<file path="src/rtl/dircc_processing_mem_port_arbiter.sv">
// Two-master round-robin arbiter for the 16-bit secondary port of the node
// processing memory. m0 = mailbox receive DMA, m1 = mailbox send DMA.
// Out-of-range addresses are trapped before the RAM and answered with SLVERR.
module dircc_processing_mem_port_arbiter #(
  parameter int ADDR_W    = 14,
  parameter int DATA_W    = 16,
  parameter int BE_W      = 2,
  parameter int NUM_WORDS = 10000,
  parameter int MAX_HOLD  = 4
) (
  input  logic              clk,
  input  logic              reset,
  input  logic              freeze,
  input  logic [ADDR_W-1:0] m0_address,
  input  logic              m0_read,
  input  logic              m0_write,
  input  logic [BE_W-1:0]   m0_byteenable,
  input  logic [DATA_W-1:0] m0_writedata,
  output logic              m0_waitrequest,
  output logic [DATA_W-1:0] m0_readdata,
  output logic              m0_readdatavalid,
  output logic [1:0]        m0_response,
  input  logic [ADDR_W-1:0] m1_address,
  input  logic              m1_read,
  input  logic              m1_write,
  input  logic [BE_W-1:0]   m1_byteenable,
  input  logic [DATA_W-1:0] m1_writedata,
  output logic              m1_waitrequest,
  output logic [DATA_W-1:0] m1_readdata,
  output logic              m1_readdatavalid,
  output logic [1:0]        m1_response,
  output logic [ADDR_W-1:0] mem_address,
  output logic              mem_chipselect,
  output logic              mem_write,
  output logic [BE_W-1:0]   mem_byteenable,
  output logic [DATA_W-1:0] mem_writedata,
  output logic              mem_clken,
  input  logic [DATA_W-1:0] mem_readdata,
  output logic [7:0]        err_count,
  output logic              proto_err
);

  localparam logic [3:0]    HOLD_MAX = 4'(MAX_HOLD);
  localparam logic [ADDR_W:0] LIMIT  = (ADDR_W+1)'(NUM_WORDS);

  logic              req0, req1, gnt0, gnt1, acc, gid, hold;
  logic              sel_read, sel_write, in_range;
  logic [ADDR_W-1:0] sel_addr;
  logic [BE_W-1:0]   sel_be;
  logic [DATA_W-1:0] sel_wd, rdata_val;

  logic              lg_q, lg_d;
  logic [3:0]        hc_q, hc_d;
  logic [ADDR_W-1:0] addr_q;
  logic [BE_W-1:0]   be_q;
  logic [DATA_W-1:0] wd_q;
  logic              rv_q, rid_q, roor_q;
  logic [DATA_W-1:0] rd0_q, rd1_q;
  logic [7:0]        err_q;
  logic              proto_q;

  assign req0 = m0_read | m0_write;
  assign req1 = m1_read | m1_write;
  // hc == 0 means the last cycle was idle, so no master is holding the port
  assign hold = (hc_q != 4'd0) && (hc_q < HOLD_MAX);

  // Grant selection: single requester wins, otherwise hold or rotate
  always_comb begin
    gnt0 = 1'b0;
    gnt1 = 1'b0;
    if (!reset && !freeze) begin
      if (req0 && !req1)      gnt0 = 1'b1;
      else if (req1 && !req0) gnt1 = 1'b1;
      else if (req0 && req1) begin
        if (hold == lg_q) gnt1 = 1'b1;
        else              gnt0 = 1'b1;
      end
    end
  end

  assign acc       = gnt0 | gnt1;
  assign gid       = gnt1;
  assign sel_addr  = gid ? m1_address    : m0_address;
  assign sel_read  = gid ? m1_read       : m0_read;
  assign sel_write = gid ? m1_write      : m0_write;
  assign sel_be    = gid ? m1_byteenable : m0_byteenable;
  assign sel_wd    = gid ? m1_writedata  : m0_writedata;
  assign in_range  = {1'b0, sel_addr} < LIMIT;

  assign m0_waitrequest = reset | freeze | (req0 & ~gnt0);
  assign m1_waitrequest = reset | freeze | (req1 & ~gnt1);

  assign mem_address    = acc ? sel_addr : addr_q;
  assign mem_byteenable = acc ? sel_be   : be_q;
  assign mem_writedata  = acc ? sel_wd   : wd_q;
  assign mem_chipselect = acc & in_range;
  assign mem_write      = mem_chipselect & sel_write;
  assign mem_clken      = ~freeze;

  // Read return path: valid one cycle after acceptance, suppressed by reset
  assign m0_readdatavalid = rv_q & ~reset & ~rid_q;
  assign m1_readdatavalid = rv_q & ~reset &  rid_q;
  assign rdata_val   = roor_q ? '0 : mem_readdata;
  assign m0_readdata = m0_readdatavalid ? rdata_val : rd0_q;
  assign m1_readdata = m1_readdatavalid ? rdata_val : rd1_q;
  assign m0_response = (m0_readdatavalid & roor_q) ? 2'b10 : 2'b00;
  assign m1_response = (m1_readdatavalid & roor_q) ? 2'b10 : 2'b00;
  assign err_count   = err_q;
  assign proto_err   = proto_q;

  // Last-grant pointer and hold counter next state
  always_comb begin
    lg_d = lg_q;
    hc_d = 4'd0;
    if (acc) begin
      if (gid == lg_q) begin
        hc_d = (hc_q == 4'd15) ? 4'd15 : hc_q + 4'd1;
      end else begin
        lg_d = gid;
        hc_d = 4'd1;
      end
    end
  end

  // Arbitration state, held command fields, read tracking and error status
  always_ff @(posedge clk) begin
    if (reset) begin
      lg_q    <= 1'b1;
      hc_q    <= 4'd0;
      addr_q  <= '0;
      be_q    <= '0;
      wd_q    <= '0;
      rv_q    <= 1'b0;
      rid_q   <= 1'b0;
      roor_q  <= 1'b0;
      rd0_q   <= '0;
      rd1_q   <= '0;
      err_q   <= 8'd0;
      proto_q <= 1'b0;
    end else begin
      lg_q   <= lg_d;
      hc_q   <= hc_d;
      rv_q   <= acc & sel_read & ~sel_write;
      rid_q  <= gid;
      roor_q <= ~in_range;
      rd0_q  <= m0_readdata;
      rd1_q  <= m1_readdata;
      if (acc) begin
        addr_q <= sel_addr;
        be_q   <= sel_be;
        wd_q   <= sel_wd;
        if (!in_range && err_q != 8'd255) err_q <= err_q + 8'd1;
        if (sel_read && sel_write) proto_q <= 1'b1;
      end
    end
  end

endmodule
</file>
<file path="config.mk">
export PLATFORM = sky130hd
export DESIGN_NAME = dircc_processing_mem_port_arbiter
export DESIGN_NICKNAME = d
export VERILOG_FILES = /design/src/rtl/dircc_processing_mem_port_arbiter.sv
export SDC_FILE = /design/constraint.sdc
export NUM_CORES = 1
export LEC_CHECK = 0
export BUFFER_PORTS_ARGS = -buffer_cell sky130_fd_sc_hd__buf_2
export CORE_MARGIN = 1.5
export CORE_UTILIZATION = 40
export DETAILED_ROUTE_END_ITERATION = 7
export PLACE_DENSITY = 0.8
export SLEW_MARGIN = 20
export SYNTH_ARGS = -nofsm -noshare
export SYNTH_HDL_FRONTEND = slang
export SYNTH_SLANG_ARGS = --single-unit
</file>
<file path="constraint.sdc">
create_clock -name clk -period 5.24 [get_ports clk]
set_clock_uncertainty 0.15 [all_clocks]
set_input_delay 0.786 -clock clk [delete_from_list [all_inputs] [get_ports clk]]
set_output_delay 0.786 -clock clk [all_outputs]
set_load 0.01 [all_outputs]
</file>
==> flow_summary_export.csv <==
group,metric,value,unit
cts,clkSinkCount,81,
cts,post_cts_buffers,0,
global_route,antenna_found_initial,0,
placement,place_hpwl,7660,µm
synth,synth_cell_types,47,
final_layout,nNetsFinal,740,
placement,port_buffers,168,
cts,cts_made_buffers,9,
global_route,grt_pass1_vias,3584,
final_layout,layout_common_cells,"buf_2 (168), nor2_1 (106), dfxtp_1 (81)",
floorplanning,start_util,0.415,
floorplanning,rows,35,
worst_setup_path,regToRegSetupSlack,2.43,ns
synth,ys.flop_type,"dfxtp_1",
detailed_routing,ant_nets,0,
detailed_routing,num_vias,3914,
pwr,p_sw_frac,0.285,
timing,fmax,252,MHz
run_status,status,"finished, final reports clean",
pwr,clockPowerShare,0.310,
synth,ys_seq_area_frac,0.420,
floorplanning,io_pins,171,
synth,syn_area,0.00386,mm²
timing,max_slew_margin,0.501,
worst_setup_path,critical_path.max_fanout,41,
pwr,leakagePower,2.42,nW
floorplanning,fp.dieH,101,µm
synth,async_flop_share,0,
final_layout,final_common_cell,"buf_2",
synth,synth_edf_count,0,
final_layout,area_growth_syn_to_layout,28.4,%
floorplanning,dieArea,0.0102,mm²
placement,gp_congestion,0.846,
synth,synthTopCellsByArea,"dfxtp_1 (42%), nor2_1 (10%), nand2_1 (6.0%)",
worst_setup_path,r2r_start,"hc_q[0]",
detailed_routing,drt-vias-per-instance,5.00,
cts,cts_tree,"done",
pwr,cellPowerDensity,262,mW/mm²
floorplanning,die_x,101,µm
global_route,grt_first_pass_wirelength,16200,µm
final_layout,multi_input_area,0.00206,mm²
worst_setup_path,worstSetupStartpoint,"reset",
cts,path_clk_slew,0.08,ns
worst_setup_path,worst_ep_required_time,4.30,ns
min_path,hp-class,"register to register",
synth,postSynthAreaPerCell,7.87,µm²
timing,finalSetupTns,0,ns
synth,ys_warn_count,0,
pwr,ir_drop,0.113,mV
pwr,total_power,0.00130,W
worst_setup_path,cp-start-kind,"input port",
timing,hold_viol_final,0,
final_layout,final_layout_size_suffix_gt1_frac,0.343,
worst_setup_path,worstSetupPathType,"input port to output pin",
timing,slew_violations,0,
detailed_routing,drcViolationCount,0,
floorplanning,core,0.00928,mm²
final_layout,n_fill_cell,894,
detailed_routing,routed_wl,10200,µm
worst_setup_path,rr_endpoint,"addr_q[2]",
timing,min_period_over_period,0.758,
pwr,p_sw,0.000369,W
run,cap_viol_max_count,0,
timing,rsz0062_at_grt,"false",
detailed_routing,drtIter0Drc,127,
cts,htree_levels,3,
worst_setup_path,rr_worst_depth,8,
worst_setup_path,endpoint,"mem_address[13]",
detailed_routing,routedWlPerCell,13.1,µm
worst_setup_path,end_kind,"output pin",
synth,synth_top_area_share,0.420,
timing,setup_viol,0,
cts,worstSkewPairLatency,0.35,ns
final_layout,diodes,0,
global_route,grt_max_degree,42,
final_layout,regArea,0.00162,mm²
pwr,combPwrFrac,0.189,
timing,finalCriticalPeriod,3.97,ns
timing,tightest_slew,0.749,ns
pwr,internal_power,0.000927,W
cts,hold_buffers,0,
worst_setup_path,worst-endpoint-arrival,3.04,ns
synth,synth-seq-cells,81,
global_route,grt_usage,0.198,
pwr,seqPwrFrac,0.501,
synth,synthCells,490,
cts,clock_path_buffers,2,
cts,cts_root_buf,"clkbuf_8",
cts,cts_resized,0,
global_route,overflow,0,
detailed_routing,drtPass1Iterations,4,
synth,synth_top_area_cell,"dfxtp_1",
Yosys cell counts, drive strengths merged (2+ instances only):
master and count:
a211oi 2, a21oi 8, a31oi 2, and2 33, and4 2, buf 11, clkbuf 16, clkinv 2
dfxtp 81, ha 3, inv 9, mux2 24, mux2i 5, nand2 62, nand3 8, nand4 3
nor2 107, nor2b 2, nor3 33, nor4 13, o2111ai 3, o21ai 42, o31ai 2, or2 3
worst min path at each step:
stage | start | end | slack [ns] | cells after the start
after floorplan | hc_q[0] | hc_q[0] | 0.32 | 1
after global placement | proto_err | proto_err | 0.30 | 2
after detailed placement | proto_err | proto_err | 0.30 | 2
after CTS | proto_err | proto_err | 0.32 | 2
after global routing | proto_err | proto_err | 0.34 | 2
final | proto_err | proto_err | 0.31 | 2
critical path, stage by stage:
cell	delay [ns]
buf_2	0.57
nor2_2	0.17
o21ai_0	0.29
or2_1	0.28
buf_4	0.37
mux2i_1	0.27
a21oi_1	0.09
buf_2	0.17
power groups by stage:
stage | Combinational (W) | Clock [W] | Sequential, W
global route | 0.000270 | 0.000447 | 0.000652
CTS | 0.000244 | 0.000415 | 0.000649
global placement | 0.000238 | 0 | 0.000662
floorplan | 0.000148 | 0 | 0.000662
finish | 0.000245 | 0.000402 | 0.000649
detailed placement | 0.000243 | 0 | 0.000663
sequential cells by signal (all words and copies together), names as in the netlist:
name,flops
rid_q,1
wd_q,16
addr_q,14
rd0_q,16
proto_err,1
hc_q,4
err_count,8
be_q,2
roor_q,1
rv_q,1
lg_q,1
rd1_q,16
cells by family (layout without fill, tap and decap cells):
| family | after synthesis | in the layout | share of synthesized area |
|---|---|---|---|
| adders and majority gates | 3 | 3 | 0.00973 |
| AOI/OAI and AO/OA | 67 | 67 | 0.109 |
| buffers and inverters | 38 | 201 | 0.0483 |
| other | 1 | 2 | 0.000972 |
| muxes | 29 | 29 | 0.0830 |
| DFF | 81 | 81 | 0.420 |
| xor gates and xnor gates | 1 | 1 | 0.00227 |
| and+or+nand+nor | 270 | 270 | 0.326 |
area by class of cell:
| class | instances | share of cell area |
|---|---|---|
| Clock inverter | 5 | 0.00632 |
| Sequential cell | 81 | 0.327 |
| Clock buffer | 10 | 0.0278 |
| Multi-Input combinational cell | 372 | 0.415 |
| Inverter | 11 | 0.00859 |
| Timing Repair Buffer | 175 | 0.182 |
| Tap cell | 129 | 0.0326 |
stage by stage:
step	setup slack (ns)	util	area, µm²	instances	hold WS, ns
CTS	1.27	0.533	4950	783	0.316
floorplan	2.14	-	3860	491	0.318
finish	1.27	0.533	4950	783	0.314
global placement	1.37	0.513	4760	767	0.303
global route	1.09	0.533	4950	783	0.344
detailed placement	1.30	0.515	4780	768	0.295
metal layers:
layer / global-route usage / wire length [µm] / vias to the layer above
met5: 0 / 0 / -
met4: 0.0577 / 168 / 0
met3: 0.0587 / 889 / 14
met2: 0.345 / 4730 / 153
met1: 0.236 / 4430 / 1768
li1: - / - / 1979
(Power assumes the default switching activity.)
